$ cat src/rtl/fpdiv_result_stage.sv
// Registered result stage behind the combinational f32 divider: IEEE special-case
// overrides, per-result and sticky flags, and a 2-entry skid buffer on valid/ready.
module fpdiv_result_stage #(
    parameter logic [31:0] QNAN = 32'h7FC0_0000,
    parameter bit          DAZ  = 1'b1
) (
    input  logic        clk,
    input  logic        reset_n,
    input  logic        in_valid,
    output logic        in_ready,
    input  logic [31:0] dividend,
    input  logic [31:0] divisor,
    input  logic [31:0] quotient_in,
    output logic        out_valid,
    input  logic        out_ready,
    output logic [31:0] result,
    output logic [2:0]  out_flags,
    output logic        sticky_nv,
    output logic        sticky_dz,
    input  logic        flag_clear
);
    logic a_nan, a_inf, a_zero, b_nan, b_inf, b_zero, sgn;
    logic [31:0] res_c;
    logic [2:0]  flg_c;

    always_comb begin
        a_nan  = (dividend[30:23] == 8'hFF) && (dividend[22:0] != '0);
        a_inf  = (dividend[30:23] == 8'hFF) && (dividend[22:0] == '0);
        a_zero = (dividend[30:23] == 8'h00) && (DAZ || (dividend[22:0] == '0));
        b_nan  = (divisor[30:23] == 8'hFF) && (divisor[22:0] != '0);
        b_inf  = (divisor[30:23] == 8'hFF) && (divisor[22:0] == '0);
        b_zero = (divisor[30:23] == 8'h00) && (DAZ || (divisor[22:0] == '0));
        sgn    = dividend[31] ^ divisor[31];
        res_c  = quotient_in;
        flg_c  = 3'b000;
        // Flags are {NV, DZ, SPC}; the if-chain order is the override priority.
        if (a_nan || b_nan) begin
            res_c = QNAN;                 flg_c = 3'b001;
        end else if (a_zero && b_zero) begin
            res_c = QNAN;                 flg_c = 3'b101;
        end else if (a_inf && b_inf) begin
            res_c = QNAN;                 flg_c = 3'b101;
        end else if (a_inf) begin
            res_c = {sgn, 8'hFF, 23'h0};  flg_c = 3'b001;
        end else if (b_zero) begin
            res_c = {sgn, 8'hFF, 23'h0};  flg_c = 3'b011;
        end else if (b_inf || a_zero) begin
            res_c = {sgn, 8'h00, 23'h0};  flg_c = 3'b001;
        end
    end

    logic        out_valid_q, out_valid_d, skid_valid_q, skid_valid_d;
    logic [31:0] out_res_q, out_res_d, skid_res_q, skid_res_d;
    logic [2:0]  out_flg_q, out_flg_d, skid_flg_q, skid_flg_d;
    logic        sticky_nv_q, sticky_nv_d, sticky_dz_q, sticky_dz_d;
    logic        out_leave, accept;

    // in_ready depends only on SKID occupancy, so out_ready never reaches it combinationally.
    assign in_ready  = !skid_valid_q;
    assign out_leave = out_valid_q && out_ready;
    assign accept    = in_valid && in_ready;

    always_comb begin
        out_valid_d  = out_valid_q;
        out_res_d    = out_res_q;
        out_flg_d    = out_flg_q;
        skid_valid_d = skid_valid_q;
        skid_res_d   = skid_res_q;
        skid_flg_d   = skid_flg_q;
        if (skid_valid_q) begin
            if (out_leave) begin
                out_res_d    = skid_res_q;
                out_flg_d    = skid_flg_q;
                skid_valid_d = 1'b0;
            end
        end else if (accept) begin
            if (!out_valid_q || out_leave) begin
                out_valid_d = 1'b1;
                out_res_d   = res_c;
                out_flg_d   = flg_c;
            end else begin
                skid_valid_d = 1'b1;
                skid_res_d   = res_c;
                skid_flg_d   = flg_c;
            end
        end else if (out_leave) begin
            out_valid_d = 1'b0;
        end
        // A flag raised by this cycle's transfer survives a simultaneous clear.
        sticky_nv_d = (flag_clear ? 1'b0 : sticky_nv_q) | (out_leave & out_flg_q[2]);
        sticky_dz_d = (flag_clear ? 1'b0 : sticky_dz_q) | (out_leave & out_flg_q[1]);
    end

    always_ff @(posedge clk or negedge reset_n) begin
        if (!reset_n) begin
            out_valid_q  <= 1'b0;
            out_res_q    <= '0;
            out_flg_q    <= '0;
            skid_valid_q <= 1'b0;
            skid_res_q   <= '0;
            skid_flg_q   <= '0;
            sticky_nv_q  <= 1'b0;
            sticky_dz_q  <= 1'b0;
        end else begin
            out_valid_q  <= out_valid_d;
            out_res_q    <= out_res_d;
            out_flg_q    <= out_flg_d;
            skid_valid_q <= skid_valid_d;
            skid_res_q   <= skid_res_d;
            skid_flg_q   <= skid_flg_d;
            sticky_nv_q  <= sticky_nv_d;
            sticky_dz_q  <= sticky_dz_d;
        end
    end

    assign out_valid = out_valid_q;
    assign result    = out_res_q;
    assign out_flags = out_flg_q;
    assign sticky_nv = sticky_nv_q;
    assign sticky_dz = sticky_dz_q;
endmodule
$ cat config.mk
export PLATFORM = sky130hd
export DESIGN_NAME = fpdiv_result_stage
export DESIGN_NICKNAME = d
export VERILOG_FILES = /design/src/rtl/fpdiv_result_stage.sv
export SDC_FILE = /design/constraint.sdc
export NUM_CORES = 1
export LEC_CHECK = 0
export ABC_AREA = 0
export ABC_CLOCK_PERIOD_IN_PS = 2500
export CELL_PAD_IN_SITES_DETAIL_PLACEMENT = 0
export CELL_PAD_IN_SITES_GLOBAL_PLACEMENT = 2
export CORE_MARGIN = 2
export CORE_UTILIZATION = 25
export CTS_CLUSTER_DIAMETER = 150
export DETAILED_ROUTE_END_ITERATION = 6
export PLACE_DENSITY_LB_ADDON = 0.1
export REMOVE_ABC_BUFFERS = 1
export SETUP_SLACK_MARGIN = 0.1
export SLEW_MARGIN = 15
export SYNTH_ARGS = -nofsm -noshare
export SYNTH_HDL_FRONTEND = slang
export SYNTH_SLANG_ARGS = --single-unit
$ cat constraint.sdc
create_clock -name clk -period 2.5 [get_ports clk]
set_clock_uncertainty 0.2 [all_clocks]
set_input_delay 0.5 -clock clk [delete_from_list [all_inputs] [get_ports clk]]
set_output_delay 0.5 -clock clk [all_outputs]
set_load 0.1 [all_outputs]
==> flow_metrics.tcl, run 1 <==
set metrics [dict create \
    utilization 0.419 \
    synthFlopType "dfrtp_1" \
    grt_max_degree 49 \
    p_switching_mw 3.85 \
    worstRegToRegCells 5 \
    hpwlAfterDp_mm 7.23 \
    h-tree-depth 3 \
    crit_arrival_ns 2.35 \
    cts_made_buffers 9 \
    p_comb_frac 0.552 \
    start_util 0.255 \
    setup_viol 0 \
    core-area_um2 13200 \
    grt_remaining_overflow 0 \
    fp-row-count 42 \
    async_reset_ff_frac 1.00 \
    vias_per_cell 4.89 \
    synth_seq_cells 74 \
    synth.area.mux_share 0.0126 \
    dr.pass1.iters 4 \
    ir_drop_mv 0.554 \
    critPathKind "in -> reg" \
    final_cell_mix "clkdlybuf4s50_1 (99), dfrtp_1 (73), buf_4 (65)" \
    p_clk_frac 0.180 \
    slowest_stage "clkdlybuf4s50_1" \
    slew-limit-headroom 0.639 \
    multi_input_area_um2 1500 \
    fin_crit_sh 0.945 \
    io_pins 140 \
    clk_latency_ns 0.33 \
    post-place-ws_ns -0.338 \
    yosysWarnings 0 \
    synth_edf_count 0 \
    cpPeakStageDelay_ns 0.51 \
    antenna_found_initial 0 \
    cp_cell_sequence "clkdlybuf4s50_1, nand4_1, or2_1, buf_4, o31a_1, buf_12, a211oi_4, o31ai_1" \
    synth-simple-area-share 0.157 \
    synth_compound_gate_area_share 0.234 \
    mostFrequentLayoutCell "clkdlybuf4s50_1" \
    synth_top_family_by_area "compound AO/OA/AOI/OAI gates" \
    p_per_area_nw_per_um2 1390 \
    path_max_fanout 16 \
    synthAdderAreaFrac 0 \
    ys_seq_area_frac 0.550 \
    status "completed" \
    yosysTopAreaCellShare 0.550 \
    sw_frac_of_total 0.500 \
    routed_wl_mm 10.7 \
    total_leakage_power_nw 2.40 \
    antenna_cells 0 \
    fillers 1309 \
    seqPwrFrac 0.268 \
    timing.hold.ws_ns 0.0150 \
    ant_nets 0 \
    grt_usage 0.149 \
    final.setup.worst_slack_ns 0.138 \
    rsz0062_at_grt "true" \
    r2r_slack_ns 0.42 \
    r2r-end "result[31]" \
    port_buffers 139 \
    reg2reg_from "skid_valid_q" \
    finalCriticalPeriod_ns 2.36 \
    power_mw 7.70 \
    grt_pass1_wl_mm 16.8 \
    grt_pass1_vias 3272 \
    die_x_um 120 \
    syn_area_um2 3370 \
    startpoint_type "input pin" \
    slew_viol_final 0 \
    die_y_um 120 \
    cp_data_required_time_ns 2.49 \
    wl_per_cell_um 16.4 \
    avgSynthCellArea_um2 10.8 \
    gp_congestion 0.720 \
    hold_viol 0 \
    nNetsFinal 572 \
    worst_setup_path_end_kind "flop" \
    yosysTopAreaCell "dfrtp_1" \
    tritoncts "yes" \
    synth_xor_xnor_area_share 0.00260 \
    clockBufferDepth 2 \
    drt_iter0_markers 151 \
    fmax_mhz 423 \
    syn_to_final_growth_pct 64.2 \
    root_buffer "clkbuf_16" \
    hold_path_class "in -> async" \
    seq_area_um2 1850 \
    clk_pin_slew_ns 0.06 \
    syn_inst 313 \
    dieArea_um2 14400 \
    worstMarginPinSlew_ns 0.541 \
    netlist_top_cells_area "dfrtp_1 (55%), a221o_1 (6.5%), a22o_1 (5.7%), and3_1 (4.3%), nand2_1 (3.1%)" \
    drv_cap 0 \
    p_int_mw 3.85 \
    vias 3188 \
    drc 0 \
    clock-sinks 74 \
    synth.distinct_cells 36 \
    drive_gt1_frac 0.235 \
]
routing by layer:
layer / track usage / share of wire
met1: 0.190 / 0.44
met5: 0 / 0
met3: 0.0299 / 0.060
met2: 0.247 / 0.49
met4: 0.0603 / 0.0096
kinds of logic after synthesis:
family	after synthesis
AO/OA/AOI/OAI	101
XOR/XNOR	1
buffers and inverters	31
flip-flops	74
multiplexers	3
AND/OR/NAND/NOR	103
layout make-up:
class,instances,share of cell area
Inverter,6,0.00407
Clock buffer,10,0.0414
Clock inverter,6,0.0163
Tap cell,176,0.0398
Sequential cell,74,0.335
Multi-Input combinational cell,209,0.270
Timing Repair Buffer,171,0.293
worst max-delay path: cells and delay by family:
family,cells,cell delay [ns]
compound gates,3,0.62
buf+inv,3,0.83
simple gates,2,0.39
power by group through the flow:
stage / logic, mW / registers (mW) / clock network, mW
2_1_floorplan: 1.04 / 4.01 / 0
3_3_place_gp: 4.15 / 2.07 / 0
3_5_place_dp: 4.18 / 2.07 / 0
4_1_cts: 4.21 / 2.07 / 1.42
5_1_grt: 4.46 / 2.13 / 1.47
6_report: 4.25 / 2.06 / 1.39
Yosys cell counts (2+ instances only):
cell type,count
dfrtp_1,74
nand2_1,28
and3_1,23
a221o_1,22
a22o_1,22
o21ai_0,17
nor2_1,16
a21oi_1,14
nor4_1,14
clkbuf_1,12
o31ai_1,10
nand4_1,9
buf_2,8
a211oi_1,6
inv_1,6
nor3_1,5
nand3_1,3
a211oi_2,2
buf_6,2
mux2i_1,2
o21ai_1,2
or2_1,2
worst max path at each step:
stage	end	cells after the start	slack, ns	from
2_1_floorplan	skid_res_q[0]	4	-2.00	skid_valid_q
3_3_place_gp	result[18]	6	-0.29	dividend[26]
3_5_place_dp	result[18]	6	-0.34	divisor[30]
4_1_cts	skid_res_q[5]	8	0.03	divisor[24]
5_1_grt	result[26]	7	0.05	divisor[10]
6_report	result[29]	8	0.14	divisor[25]
stage by stage:
step           instance area (um2)  std cells  TNS (ns)
3_3_place_gp                  5050        631    -12.10
6_report                      5530        652         0
3_5_place_dp                  5050        631    -13.67
5_1_grt                       5530        652         0
4_1_cts                       5380        648         0
2_1_floorplan                 3240        288    -96.82
timing repair:
item,in CTS,in global routing
buffers inserted,0,4
endpoints found under the setup margin,22,59
hold buffers,0,0
gates cloned,1,0
pin swaps,0,5
gates resized for setup,1,16
flip-flops by register name (all words and copies together) (netlist names):
signal        count
result           32
skid_res_q       32
out_flags         3
skid_flg_q        3
out_valid         1
skid_valid_q      1
sticky_dz         1
sticky_nv         1
Note: power is estimated with default switching activity, not from simulation.
==> inputs of run 2 (changes only) <==
- RECOVER_POWER: unset -> 25
- TNS_END_PERCENT: unset -> 20
==> flow_metrics.tcl, run 2 (same netlist as run 1, synthesis figures left out) <==
set metrics [dict create \
    worst_setup_path_end_kind "flop" \
    core-area_um2 13200 \
    worst-path-buf-inv 3 \
    finalCriticalPeriod_ns 2.36 \
    total_leakage_power_nw 2.40 \
    timing.hold.ws_ns 0.214 \
    r2r-end "result[31]" \
    critPathKind "in -> reg" \
    grt_pass1_vias 3264 \
    setup_viol 0 \
    sw_frac_of_total 0.500 \
    clockBufferDepth 2 \
    slowest_stage "clkdlybuf4s50_1" \
    drv_cap 0 \
    drc 0 \
    path_max_fanout 16 \
    slew-limit-headroom 0.369 \
    p_per_area_nw_per_um2 1400 \
    p_clk_frac 0.180 \
    clock-sinks 74 \
    slew_viol_final 0 \
    rsz0062_at_grt "true" \
    seqPwrFrac 0.268 \
    cp_cell_sequence "clkdlybuf4s50_1, nand4_1, or2_1, buf_4, o31a_1, buf_12, a211oi_1, o31ai_1" \
    ctsHoldBuffers 0 \
    port_buffers 139 \
    grt_max_degree 49 \
    routed_wl_mm 10.7 \
    drive_gt1_frac 0.225 \
    fin_crit_sh 0.944 \
    final_cell_mix "clkdlybuf4s50_1 (99), dfrtp_1 (73), buf_4 (62)" \
    use_met1 0.186 \
    cp_data_required_time_ns 2.49 \
    r2r_slack_ns 0.44 \
    worstRegToRegCells 5 \
    startpoint_type "input pin" \
    p_switching_mw 3.84 \
    grt_pass1_wl_mm 16.5 \
    antenna_cells 0 \
    hpwlAfterDp_mm 7.23 \
    io_pins 140 \
    fin_cells 652 \
    crit_family "buffers and inverters" \
    cts_made_buffers 9 \
    grt_use_met3 0.0280 \
    p_comb_frac 0.551 \
    die_x_um 120 \
    fmax_mhz 424 \
    dieArea_um2 14400 \
    status "completed" \
    gp_congestion 0.720 \
    antenna_found_initial 0 \
    grt_busiest_layer "met2" \
    h-tree-depth 3 \
    hold_path_class "in -> async" \
    nNetsFinal 572 \
    clk_pin_slew_ns 0.06 \
    cpPeakStageDelay_ns 0.51 \
    vias_per_cell 4.86 \
    dr.pass1.iters 4 \
    fp-row-count 42 \
    wl_per_cell_um 16.4 \
    reg2reg_from "out_valid" \
    ir_drop_mv 0.552 \
    grt_usage 0.146 \
    ant_nets 0 \
    vias 3169 \
    tritoncts "yes" \
    hold_viol 0 \
    grt_remaining_overflow 0 \
    crit_arrival_ns 2.35 \
    met2_usage 0.241 \
    crit_cells 8 \
    p_int_mw 3.85 \
    syn_to_final_growth_pct 63.1 \
    root_buffer "clkbuf_16" \
    dpl.cell_count 631 \
    utilization 0.416 \
    clk_latency_ns 0.33 \
    drt_iter0_markers 156 \
    mostFrequentLayoutCell "clkdlybuf4s50_1" \
    die_y_um 120 \
    worstMarginPinSlew_ns 0.946 \
    start_util 0.255 \
]
[run 2: cell count changes in the layout (fill, tap and decap cells not counted), moves of 2 or more]
cell,previous run,this run
buf_4,65,62
clkbuf_2,0,2
nor4_1,9,11
nor4_2,5,3
[run 2: through the flow]
stage	power, mW	cell area, um2	worst slack, ns	setup TNS, ns
4_1_cts	7.67	5370	0.0131	0
3_5_place_dp	6.25	5050	-0.338	-13.67
5_1_grt	8.06	5490	0.0309	0
6_report	7.69	5490	0.140	0
3_3_place_gp	6.21	5050	-0.286	-12.10
2_1_floorplan	5.05	3240	-2.00	-96.82
[run 2: routing by layer]
metal	routed length, um	vias up	share of wire
met4	152	0	0.014
li1	-	1519	-
met3	634	13	0.059
met5	0	-	0
met2	5040	105	0.47
met1	4850	1532	0.45
[run 2: worst max path at each step]
stage	endpoint	slack [ns]	start
floorplan	skid_res_q[0]	-2.00	skid_valid_q
global placement	result[18]	-0.29	dividend[26]
detailed placement	result[18]	-0.34	divisor[30]
CTS	result[18]	0.01	divisor[30]
global route	result[26]	0.03	divisor[10]
finish	result[23]	0.14	divisor[25]
[run 2: repair_timing]
action | 4_1_cts | 5_1_grt
gates resized for setup | 0 | 11
buffers inserted | 0 | 4
gates cloned | 0 | 1
pin swaps | 0 | 5
setup endpoints to repair | 22 | 39
hold endpoints to repair | 0 | 0
[run 2: power by group through the flow]
stage / registers, mW / clock network [mW] / logic [mW]
final: 2.06 / 1.39 / 4.24
after global routing: 2.13 / 1.47 / 4.46
after CTS: 2.06 / 1.42 / 4.18
after detailed placement: 2.07 / 0 / 4.18
after global placement: 2.07 / 0 / 4.15
after floorplan: 4.01 / 0 / 1.04
[run 2: cell type report]
class                   instances  area, um2
clock inverters                 6       90.1
clock buffers                  10        229
well taps                     176        220
repair buffers                171       1610
inverters                       6       22.5
multi-input cells             209       1460
flip-flops and latches         74       1850
fillers                      1313       7700
